`src/rtl/hs32_div.sv`:
```
// hs32 iterative divider: radix-2 non-restoring, one quotient bit per clock.
// Handshaked request/result ports; NZCV flags laid out like the ALU's.
module hs32_div #(
  parameter int WIDTH = 32
) (
  input  logic             clk,
  input  logic             reset,
  input  logic             valid_i,
  output logic             ready_o,
  input  logic [WIDTH-1:0] a_i,
  input  logic [WIDTH-1:0] b_i,
  input  logic             signed_i,
  input  logic             fwe_i,
  output logic             valid_o,
  input  logic             ready_i,
  output logic [WIDTH-1:0] q_o,
  output logic [WIDTH-1:0] r_o,
  output logic [3:0]       flags_o,
  output logic             busy_o
);

  localparam int CW = $clog2(WIDTH);
  localparam logic [WIDTH-1:0] MIN_V = {1'b1, {(WIDTH-1){1'b0}}};
  localparam logic [CW-1:0] LAST = CW'(WIDTH-1);

  typedef enum logic [1:0] {
    IDLE,
    CALC,
    FIX,
    DONE
  } state_t;

  state_t           state_q, state_d;
  logic [CW-1:0]    cnt_q, cnt_d;
  logic [WIDTH+1:0] p_q, p_d;
  logic [WIDTH-1:0] qw_q, qw_d;
  logic [WIDTH-1:0] d_q, d_d;
  logic             qneg_q, qneg_d;
  logic             rneg_q, rneg_d;
  logic             fwe_q, fwe_d;
  logic             ovf_q, ovf_d;
  logic [WIDTH-1:0] q_out_q, q_out_d;
  logic [WIDTH-1:0] r_out_q, r_out_d;
  logic [3:0]       flags_q, flags_d;

  logic             accept;
  logic             a_neg, b_neg;
  logic [WIDTH-1:0] a_abs, b_abs;
  logic             div0, sovf;
  logic [WIDTH+1:0] sh, dx, step;
  logic [WIDTH-1:0] rem_raw, q_res, r_res;
  logic [3:0]       flags_new;

  assign ready_o = (state_q == IDLE) && !reset;
  assign valid_o = (state_q == DONE);
  assign busy_o  = (state_q == CALC) || (state_q == FIX);
  assign q_o     = q_out_q;
  assign r_o     = r_out_q;
  assign flags_o = flags_q;

  assign accept = valid_i && ready_o;
  assign a_neg  = signed_i & a_i[WIDTH-1];
  assign b_neg  = signed_i & b_i[WIDTH-1];
  assign a_abs  = a_neg ? -a_i : a_i;
  assign b_abs  = b_neg ? -b_i : b_i;
  assign div0   = (b_i == '0);
  assign sovf   = signed_i && (a_i == MIN_V) && (b_i == '1);

  // Remainder carries two guard bits so 2p+1 never overflows before the add/sub.
  assign sh   = {p_q[WIDTH:0], qw_q[WIDTH-1]};
  assign dx   = {2'b00, d_q};
  assign step = p_q[WIDTH+1] ? (sh + dx) : (sh - dx);

  assign rem_raw = p_q[WIDTH+1] ? (p_q[WIDTH-1:0] + d_q)
                                : p_q[WIDTH-1:0];
  assign q_res   = qneg_q ? -qw_q : qw_q;
  assign r_res   = rneg_q ? -rem_raw : rem_raw;

  assign flags_new = {q_out_q[WIDTH-1], (q_out_q == '0), 1'b0, ovf_q};

  always_comb begin
    state_d = state_q;
    cnt_d   = cnt_q;
    p_d     = p_q;
    qw_d    = qw_q;
    d_d     = d_q;
    qneg_d  = qneg_q;
    rneg_d  = rneg_q;
    fwe_d   = fwe_q;
    ovf_d   = ovf_q;
    q_out_d = q_out_q;
    r_out_d = r_out_q;
    flags_d = flags_q;
    unique case (state_q)
      IDLE: begin
        if (accept) begin
          fwe_d = fwe_i;
          cnt_d = '0;
          if (div0 || sovf) begin
            // Preload the final answer and let FIX publish it unchanged.
            qw_d    = div0 ? '1 : MIN_V;
            p_d     = div0 ? {2'b00, a_i} : '0;
            d_d     = '0;
            qneg_d  = 1'b0;
            rneg_d  = 1'b0;
            ovf_d   = 1'b1;
            state_d = FIX;
          end else begin
            qw_d    = a_abs;
            p_d     = '0;
            d_d     = b_abs;
            qneg_d  = a_neg ^ b_neg;
            rneg_d  = a_neg;
            ovf_d   = 1'b0;
            state_d = CALC;
          end
        end
      end
      CALC: begin
        p_d   = step;
        qw_d  = {qw_q[WIDTH-2:0], ~step[WIDTH+1]};
        cnt_d = cnt_q + 1'b1;
        if (cnt_q == LAST) state_d = FIX;
      end
      FIX: begin
        q_out_d = q_res;
        r_out_d = r_res;
        state_d = DONE;
      end
      DONE: begin
        if (ready_i) begin
          if (fwe_q) flags_d = flags_new;
          state_d = IDLE;
        end
      end
    endcase
  end

  always_ff @(posedge clk) begin
    if (reset) begin
      state_q <= IDLE;
      cnt_q   <= '0;
      p_q     <= '0;
      qw_q    <= '0;
      d_q     <= '0;
      qneg_q  <= 1'b0;
      rneg_q  <= 1'b0;
      fwe_q   <= 1'b0;
      ovf_q   <= 1'b0;
      q_out_q <= '0;
      r_out_q <= '0;
      flags_q <= '0;
    end else begin
      state_q <= state_d;
      cnt_q   <= cnt_d;
      p_q     <= p_d;
      qw_q    <= qw_d;
      d_q     <= d_d;
      qneg_q  <= qneg_d;
      rneg_q  <= rneg_d;
      fwe_q   <= fwe_d;
      ovf_q   <= ovf_d;
      q_out_q <= q_out_d;
      r_out_q <= r_out_d;
      flags_q <= flags_d;
    end
  end

endmodule

```
`config.mk`:
```
export PLATFORM = sky130hd
export DESIGN_NAME = hs32_div
export DESIGN_NICKNAME = d
export VERILOG_FILES = /design/src/rtl/hs32_div.sv
export SDC_FILE = /design/constraint.sdc
export NUM_CORES = 1
export LEC_CHECK = 0
export BUFFER_PORTS_ARGS = -buffer_cell sky130_fd_sc_hd__buf_2
export CAP_MARGIN = 30
export CORE_AREA = 4 4 194 196
export DETAILED_ROUTE_END_ITERATION = 7
export DIE_AREA = 0 0 198 200
export GPL_TIMING_DRIVEN = 0
export HOLD_SLACK_MARGIN = 0.15
export PLACE_DENSITY = 0.55
export SYNTH_ARGS = -nofsm -noshare
export SYNTH_HDL_FRONTEND = slang
export SYNTH_SLANG_ARGS = --single-unit
```
`constraint.sdc`:
```
create_clock -name clk -period 11.15 [get_ports clk]
set_input_delay 2.23 -clock clk [delete_from_list [all_inputs] [get_ports clk]]
set_output_delay 2.23 -clock clk [all_outputs]
set_load 0.1 [all_outputs]
```
Yosys cells after proc, flatten, opt, wreduce, memory -nomap -nowiden
Cells that the tools add are included.

operators by class
  add/sub/neg operators = 8
  equal/unequal tests = 9
  mux-type cells = 25
  bitwise logic cells = 4
  reduce and logical (&&, ||, !) cells = 15

operator list
  kind                                                                     count
  32-bit two-way mux                                                       10
  32-bit negation                                                          4
  34-bit two-way mux                                                       2
  34-bit case mux with 2 select lines                                      1
  32-bit == test, second input constant                                    2
  32-bit zero test                                                         2
  32-bit case mux with 2 select lines                                      1
  34-bit by 32-bit adder with 34-bit output                                1
  34-bit by 32-bit subtractor with 34-bit output                           1
  32-bit adder                                                             1
  31-bit two-way mux                                                       1
  5-bit case mux with 2 select lines                                       1
  2-bit two-way mux                                                        4
  2-bit case mux with 4 select lines                                       1
  3-bit AND reduction                                                      2
  5-bit by 1-bit adder with 5-bit output, second input constant            1
  5-bit == test, second input constant                                     1
  5-bit two-way mux                                                        1
  2-bit == test, second input constant                                     2
  1-bit logical AND                                                        4
  2-bit by 1-bit inequality test with 1-bit output, second input constant  2
  2-bit AND reduction                                                      2
  1-bit two-way mux                                                        3
  1-bit AND                                                                2
  8 further kinds                                                          9

storage, ports and cells
  flip-flop bits (word level) = 176
  input port bits = 70
  output and inout port bits = 71
  logic and storage cells = 73

Longest topological paths before layout
Gate-level depths: netlist (run 1).

  depth after elaboration = 7
  gate-level depth with buffers = 23
  mapped depth without buffers = 20

Worst setup path before layout (run 1)
Ideal clock, no wire load.

  path kind = input to output
  from = in reset
  to = out ready_o
  arrival time = 3.932 ns
  data required time = 8.920 ns
  path slack = 4.988 ns
  stages = 3
  path buffers = 2
  cells stage by stage = clkbuf_1 > clkbuf_1 > nor2b_1

between the ends
  cells in the longest elaborated chain, start to end = 2

ends and longest elaborated chain
  element            RTL line  source
  start, declared    7         input logic reset,
  1-bit zero test    54        assign ready_o = (state_q == IDLE) && !reset;
  1-bit logical AND  54
  end, declared      9         output logic ready_o,

No other way between the ends.

Worst setup path in the final report (run 1)
  from = reg p_q[33]
  to = reg qw_q[0]

between the ends
  cells in the longest elaborated chain, start to end = 3

ends and longest elaborated chain
  element                              RTL line  source
  start, declared                      35        logic [WIDTH+1:0] p_q, p_d;
  start signal, assigned               156       p_q <= p_d;
  34-bit two-way mux                   72        assign step = p_q[WIDTH+1] ? (sh + dx) : (sh - dx);
  1-bit NOT                            121       qw_d = {qw_q[WIDTH-2:0], ~step[WIDTH+1]};
  32-bit case mux with 2 select lines  94        unique case (state_q)
  end signal, assigned                 157       qw_q <= qw_d;
  end, declared                        36        logic [WIDTH-1:0] qw_q, qw_d;

No other way between the ends.
A chain may end at the register's enable or synchronous reset.

==> results of run 1 <==
power by group through the flow:
stage | clock (mW) | sequential (mW) | combinational, mW
2_1_floorplan | 0 | 1.14 | 2.03
3_3_place_gp | 0 | 0.995 | 2.95
3_5_place_dp | 0 | 0.998 | 2.97
4_1_cts | 0.617 | 0.983 | 2.99
5_1_grt | 0.638 | 1.00 | 3.29
6_report | 0.608 | 0.993 | 3.03
area by class of cell:
| cell class | instances | share of cell area (%) |
|---|---|---|
| Clock buffer | 19 | 2.75 |
| Multi-Input combinational cell | 1528 | 62.8 |
| Clock inverter | 12 | 0.786 |
| Timing Repair Buffer | 137 | 4.26 |
| Tap cell | 468 | 3.64 |
| Inverter | 49 | 1.14 |
| Buffer | 107 | 2.65 |
| Sequential cell | 176 | 21.9 |
final timing paths:
kind,start,end,slack (ns),cells past startpoint
worst max-delay path,p_q[33]$_SDFFE_PP0P_,qw_q[0]$_SDFFE_PP0P_,3.15,22
worst min register to register,r_o[20]$_SDFFE_PP0P_,r_o[20]$_SDFFE_PP0P_,0.48,2
worst min-delay path,r_o[20]$_SDFFE_PP0P_,r_o[20]$_SDFFE_PP0P_,0.48,2
worst max register to register,p_q[33]$_SDFFE_PP0P_,qw_q[0]$_SDFFE_PP0P_,3.15,22
synthesized netlist by cell type (all sizes together) (6+ instances only):
cell       n  area share (%)
o221ai    20             1.2
a2111oi    7            0.52
o21ai    101             3.5
nand3b     6            0.32
a221oi    30             2.0
nor2     234             6.2
a21o      30             1.6
a22oi      8            0.42
or3       22             1.0
nand3     30             1.1
nand2    130             3.4
o21a      10            0.53
and2      11            0.48
o211ai    14            0.74
a21oi    155             5.5
nor2b     16            0.70
ha        77             6.8
nor3      54             1.9
a31oi     18            0.83
inv       49             1.3
mux2i     43             3.0
nand2b    22            0.97
buf       20            0.70
o31ai     23             1.3
and3      23             1.0
dfxtp    176              25
a211oi    94             5.0
xor2     104             6.4
o41ai     10            0.61
or4       14            0.74
nor3b      6            0.32
nor4      34             1.7
mux2       7            0.55
o22ai      6            0.26
a211o      7            0.44
xnor2     73             4.5
clkbuf    87             2.3
a311oi     6            0.37
nand4     26             1.1
logic make-up after synthesis:
family	count (synthesis)	share of synthesized area, %
compound gates	577	27.4
xor+xnor	177	10.9
fa+ha+maj	79	7.05
buf+inv	156	4.29
flops	176	24.7
mux	50	3.58
other cells	1	0.0263
simple gates	644	22.0
per-stage QoR:
step / hold slack, ns / area (um2) / total power, mW / util [%] / instances
after global placement: 0.463 / 15500 / 3.94 / 43.0 / 2465
after global routing: 0.496 / 16100 / 4.93 / 44.6 / 2496
final: 0.481 / 16100 / 4.63 / 44.6 / 2496
after floorplan: 0.439 / 14200 / 3.17 / - / 1860
after CTS: 0.481 / 16100 / 4.59 / 44.6 / 2496
after detailed placement: 0.472 / 15500 / 3.97 / 43.0 / 2465
worst max-delay path, cell delays in order (launching register included):
cell	delay, ns
dfxtp_1	0.32
buf_2	0.28
buf_2	0.35
buf_2	0.38
clkbuf_1	0.51
clkbuf_1	0.60
buf_2	0.44
buf_2	0.38
buf_1	0.44
clkbuf_1	0.54
nor2_1	0.15
xor2_1	0.17
ha_1	0.33
a21o_1	0.20
a2111oi_0	0.69
nor4_1	0.22
o31ai_1	0.46
nand4_1	0.16
a31o_2	0.28
a21o_1	0.18
a21oi_1	0.28
xor2_1	0.33
a211oi_1	0.12
metal layers:
| metal | up-vias | GRT usage, % | wire length (um) |
|---|---|---|---|
| met5 | - | 0 | 0 |
| met4 | 0 | 7.52 | 1310 |
| met3 | 71 | 3.24 | 3540 |
| met2 | 512 | 43.9 | 25100 |
| met1 | 7212 | 39.1 | 26000 |
| li1 | 7199 | - | - |
registers in the layout, indices dropped and copies added, names as in the netlist:
signal   flops
rneg_q       1
state_q      2
q_o         32
d_q         32
r_o         32
cnt_q        5
p_q         34
ovf_q        1
qneg_q       1
qw_q        32
fwe_q        1
flags_o      3
==> impl_results.md, run 1 <==
* Htree depth at 4
* Post-Syn Area per Cell at around 7.7 um2
* Initial antenna violation count at 0
* # setup viols final at 0
* Sw Pwr at ~2.5 mW
* Status: finished clean
* Vias in the first global route at 13.8k
* Overflow after GRT at 0
* CTS tree: built
* Register area share after synthesis at between 20 and 25%
* FF+latch count, synth at about 180
* Post-route DRC at 0
* # IOs at 141
* Period utilisation layout at a little under three quarters
* Clock slew at reported path FFs at around 0.070 ns
* Row count at 70
* DRT iter0 DRCs at between 1k and 1.5k
* Ys Warns at 0
* Hold Crit Class: reg -> reg
* Routed WL at roughly 56000 um
* Number of detailed-route iterations in the first pass at 5
* Placer congestion estimate at ~0.98
* Fin nets at around 2.2k
* Root Driver: clkbuf_16
* # fillers at ~3.8k
* Clock Tree Buf Depth at 2
* Tot GR Track Use at between 20% and 30%
* Startpoint class of the critical path: flop
* WP data arrival at roughly 8.3 ns
* Clock power frac at 13.1%
* Leak at roughly 6.3 nW
* CTS buffer count at 17
* Share of layout cells above drive strength 1 at a little over a tenth
* Most frequent cells in the layout: 234 x nor2_1, 176 x dfxtp_1, 154 x a21oi_1, 148 x buf_2, 130 x nand2_1
* Largest net degree at the start of global routing at 17
* First-pass GRT wire length at between 80000 and 90000 um
* Hpwl dp at roughly 45000 um
* Die height at approximately 200 um
* Clock sink count at around 180
* Slew Limit Fails at 0
* Antenna-violating nets left at 0
* Port Buffers at about 140
* Async S/R FF share, synth at 0%
* TNS Setup at 0 ns
* Combinational power share at about two thirds
* Sw frac at between 50% and 60%
* Post-Synthesis Cells at approximately 1.9k
* Setup ws final at 3.15 ns
* # diodes at 0
* Post-synth top flop: dfxtp_1
* Min Tclk post-route at 8.00 ns
* DR WL/cell at 22.4 um
* Postcts setup bufs at 0
* # resized after CTS at 0
* CP Max Fanout at 10
* Drt via density at approximately 6.0
* Rel. slew slack at between 30% and 40%
* Die ar. at between 0.03 and 0.04 mm2
* Initial Utilization at between 30% and 40%
* Worst skew pair latency at around 0.45 ns
* Kind of critical path: reg -> reg
* Hold Fails Final Rpt at 0
* Max Clk Rate at ~130 MHz
* RSZ-0062 raised after global routing: false
* Post-CTS Hold Buffers at 0
* Commonest non-fill, non-tap cell in the layout: nor2_1
* Clock Skew at ~0.013 ns
* Pre-CTS setup slack at about 3.4 ns
* Via count at 15.0k
* Synth Cell Area at between 0.01 and 0.015 mm2
* Share of power burned in registers at 21.5%
* Layout area overhead at 12.9%
* Unique masters post-synth at 85
* Pwr dens at about 290 mW/mm2
* Multi-input logic area at between 0.01 and 0.015 mm2
* CP Capture Type: flop
* Die extent in x at ~200 um
* Peak VDD IR at 0.000182 V
* WP data required at 11.45 ns
* Syn nets at around 2.0k
* Slew of the pin with the lowest slew margin at ~1.0 ns
* Max-Cap Viols at 0
* Register area at about 0.0035 mm2
* EDFF count, synth at 0
* Int Pwr at ~2.1 mW
* Core footprint at around 0.036 mm2
No activity file was read; power rests on OpenSTA's default activity.
==> inputs of run 2 (changes only) <==
--- a/config.mk
+++ b/config.mk
@@ -12,7 +12,7 @@
 export DIE_AREA = 0 0 198 200
 export GPL_TIMING_DRIVEN = 0
 export HOLD_SLACK_MARGIN = 0.15
-export PLACE_DENSITY = 0.55
+export PLACE_DENSITY = 0.57
 export SYNTH_ARGS = -nofsm -noshare
 export SYNTH_HDL_FRONTEND = slang
 export SYNTH_SLANG_ARGS = --single-unit
==> constraint.sdc (replaced) <==
create_clock -name clk -period 7.2 [get_ports clk]
set_input_delay 1.44 -clock clk [delete_from_list [all_inputs] [get_ports clk]]
set_output_delay 1.44 -clock clk [all_outputs]
set_load 0.1 [all_outputs]
==> impl_results.md, run 2 (same netlist as run 1, synthesis figures left out) <==
* Port Buffers at 137 (unchanged)
* Largest net degree at the start of global routing at 18 (was 17)
* Most frequent CP cell: buf_2 (unchanged)
* DRT iter0 DRCs at 1393 (was 1397)
* CP Max Fanout at 19 (was 10)
* Pwr dens at 440 mW/mm2 (was 288 mW/mm2)
* Fin nets at 2166 (was 2165)
* Antenna-violating nets left at 0 (unchanged)
* # resized after CTS at 3 (was 0)
* CP Capture Type: flop (unchanged)
* Clock Skew at 0.0209 ns (was 0.0129 ns)
* CTS buffer count at 17 (unchanged)
* Clock slew at reported path FFs at 0.09 ns (was 0.07 ns)
* Rel. slew slack at 35.5% (was 31.1%)
* Final Hold Slack at 0.483 ns (was 0.481 ns)
* Routed WL at 54600 um (was 56000 um)
* Leak at 6.34 nW (was 6.33 nW)
* Die ar. at 0.0396 mm2 (unchanged)
* Startpoint class of the critical path: flop (unchanged)
* # setup viols final at 0 (unchanged)
* Peak VDD IR at 0.000288 V (was 0.000182 V)
* Max-Cap Viols at 0 (unchanged)
* Core footprint at 0.0361 mm2 (unchanged)
* Tot GR Track Use at 27.0% (was 27.3%)
* Die extent in x at 198 um (unchanged)
* Via count at 15.0k (about the same)
* Overflow after GRT at 0 (unchanged)
* Final Cell Area at 0.0161 mm2 (about the same)
* WP data arrival at 7.14 ns (was 8.29 ns)
* # IOs at 141 (unchanged)
* Commonest non-fill, non-tap cell in the layout: nor2_1 (unchanged)
* Status: finished clean (unchanged)
* Clock Tree Buf Depth at 2 (unchanged)
* Vias in the first global route at 13.8k (about the same)
* Critical-path top delay cell: a2111oi_1 (was a2111oi_0)
* Initial antenna violation count at 1 (was 0)
* Die height at 200 um (unchanged)
* Initial Utilization at 39.5% (unchanged)
* WP data required at 7.52 ns (was 11.45 ns)
* Most frequent cells in the layout: 234 x nor2_1, 176 x dfxtp_1, 154 x a21oi_1, 147 x buf_2, 130 x nand2_1 (was 234 x nor2_1, 176 x dfxtp_1, 154 x a21oi_1, 148 x buf_2, 130 x nand2_1)
* Slew of the pin with the lowest slew margin at 0.958 ns (was 1.03 ns)
* Row count at 70 (unchanged)
* Slew Limit Fails at 0 (unchanged)
* DR WL/cell at 21.9 um (was 22.4 um)
* # diodes at 0 (unchanged)
* Number of detailed-route iterations in the first pass at 5 (unchanged)
* Drt via density at 6.01 (about the same)
* Post-route DRC at 0 (unchanged)
* CTS tree: built (unchanged)
* Hpwl dp at 44400 um (was 45300 um)
* Hold Crit Class: reg -> reg (unchanged)
* Share of layout cells above drive strength 1 at 10.7% (was 10.5%)
* Total power at 7.09 mW (was 4.63 mW)
* Layout area overhead at 13.1% (was 12.9%)
* Worst path cell trace: buf_2, buf_2, clkbuf_4, clkbuf_2, buf_2, buf_2, buf_1, clkbuf_2, nor2_1, xor2_1, ha_1, a21o_1, a2111oi_1, nor4_1, o31ai_1, nand4_1, a31o_2, a21o_1, a21oi_1, xor2_1, a211oi_1 (was buf_2, buf_2, buf_2, clkbuf_1, clkbuf_1, buf_2, buf_2, buf_1, clkbuf_1, nor2_1, xor2_1, ha_1, a21o_1, a2111oi_0, nor4_1, o31ai_1, nand4_1, a31o_2, a21o_1, a21oi_1, xor2_1, a211oi_1)
* Biggest register: p_q (unchanged)
* Max Clk Rate at 147 MHz (was 125 MHz)
* Htree depth at 4 (unchanged)
* Root Driver: clkbuf_16 (unchanged)
* First-pass GRT wire length at 83200 um (was 84000 um)
* Post-DP Area at 0.0155 mm2 (about the same)
* Kind of critical path: reg -> reg (unchanged)
* RSZ-0062 raised after global routing: false (unchanged)
* Post-CTS Hold Buffers at 0 (unchanged)
* Placer congestion estimate at 0.979 (was 0.982)
* TNS Setup at 0 ns (unchanged)
* Min Tclk post-route at 6.82 ns (was 8.00 ns)
* Worst skew pair latency at 0.47 ns (was 0.45 ns)
* # fillers at 3777 (was 3796)
* Max FFs per register at 34 (unchanged)
* CP max stage delay at 0.63 ns (was 0.69 ns)
* Hold Fails Final Rpt at 0 (unchanged)
* Clock sink count at 176 (unchanged)
* Period utilisation layout at 94.7% (was 71.7%)
* Postcts setup bufs at 0 (unchanged)
-- run 2: cell types whose count changed in the layout (fill, tap and decap cells not counted), moves of 2 or more --
cell and change:
clkbuf_1 -5, clkinv_4 -3, buf_8 +2, clkbuf_2 +2
clkinv_2 +2, clkinv_8 +2
-- run 2: worst max-delay path, delay by kind of cell (launching register included) --
| family | cells | cell delay (ns) |
|---|---|---|
| DFF | 1 | 0.33 |
| buffers and inverters | 8 | 2.91 |
| adders and majority gates | 1 | 0.33 |
| xor gates and xnor gates | 2 | 0.47 |
| and+or+nand+nor | 3 | 0.50 |
| AOI/OAI and AO/OA | 7 | 2.12 |
-- run 2: worst paths after layout --
kind                        startpoint  slack [ns]                    to  cells past startpoint
setup / recovery  p_q[33]$_SDFFE_PP0P_        0.38  qw_q[0]$_SDFFE_PP0P_                     21
hold reg to reg   qw_q[1]$_SDFFE_PP0P_        0.48  qw_q[1]$_SDFFE_PP0P_                      2
setup reg to reg  p_q[33]$_SDFFE_PP0P_        0.38  qw_q[0]$_SDFFE_PP0P_                     21
hold / removal    qw_q[1]$_SDFFE_PP0P_        0.48  qw_q[1]$_SDFFE_PP0P_                      2
-- run 2: metal layers --
layer	part of all wire [%]	track usage (%)	up-vias
met2	45	42.6	562
met5	0	0	-
met4	2.3	7.42	0
met3	7.1	3.37	74
met1	46	39.1	7139
li1	-	-	7220
-- run 2: layout make-up --
class | count | area [um2] | share of cell area, %
multi-input cells | 1528 | 10100 | 62.8
repair buffers | 139 | 716 | 4.44
clock inverters | 14 | 131 | 0.816
flip-flops and latches | 176 | 3520 | 21.9
clock buffers | 17 | 425 | 2.64
plain buffers | 106 | 428 | 2.66
well taps | 468 | 586 | 3.64
inverters | 49 | 184 | 1.14
-- run 2: per-stage QoR --
stage | util, % | setup slack, ns | cells
finish | 44.6 | 0.385 | 2497
detailed placement | 43.0 | -0.485 | 2466
global placement | 43.0 | -0.548 | 2465
CTS | 44.6 | 0.0178 | 2497
global route | 44.6 | 0.116 | 2497
floorplan | - | 1.90 | 1860
-- run 2: where the power goes --
| part | switching (mW) | internal (mW) |
|---|---|---|
| registers | 0.350 | 1.18 |
| clock network | 0.466 | 0.453 |
| logic | 3.02 | 1.61 |
| total | 3.83 | 3.25 |
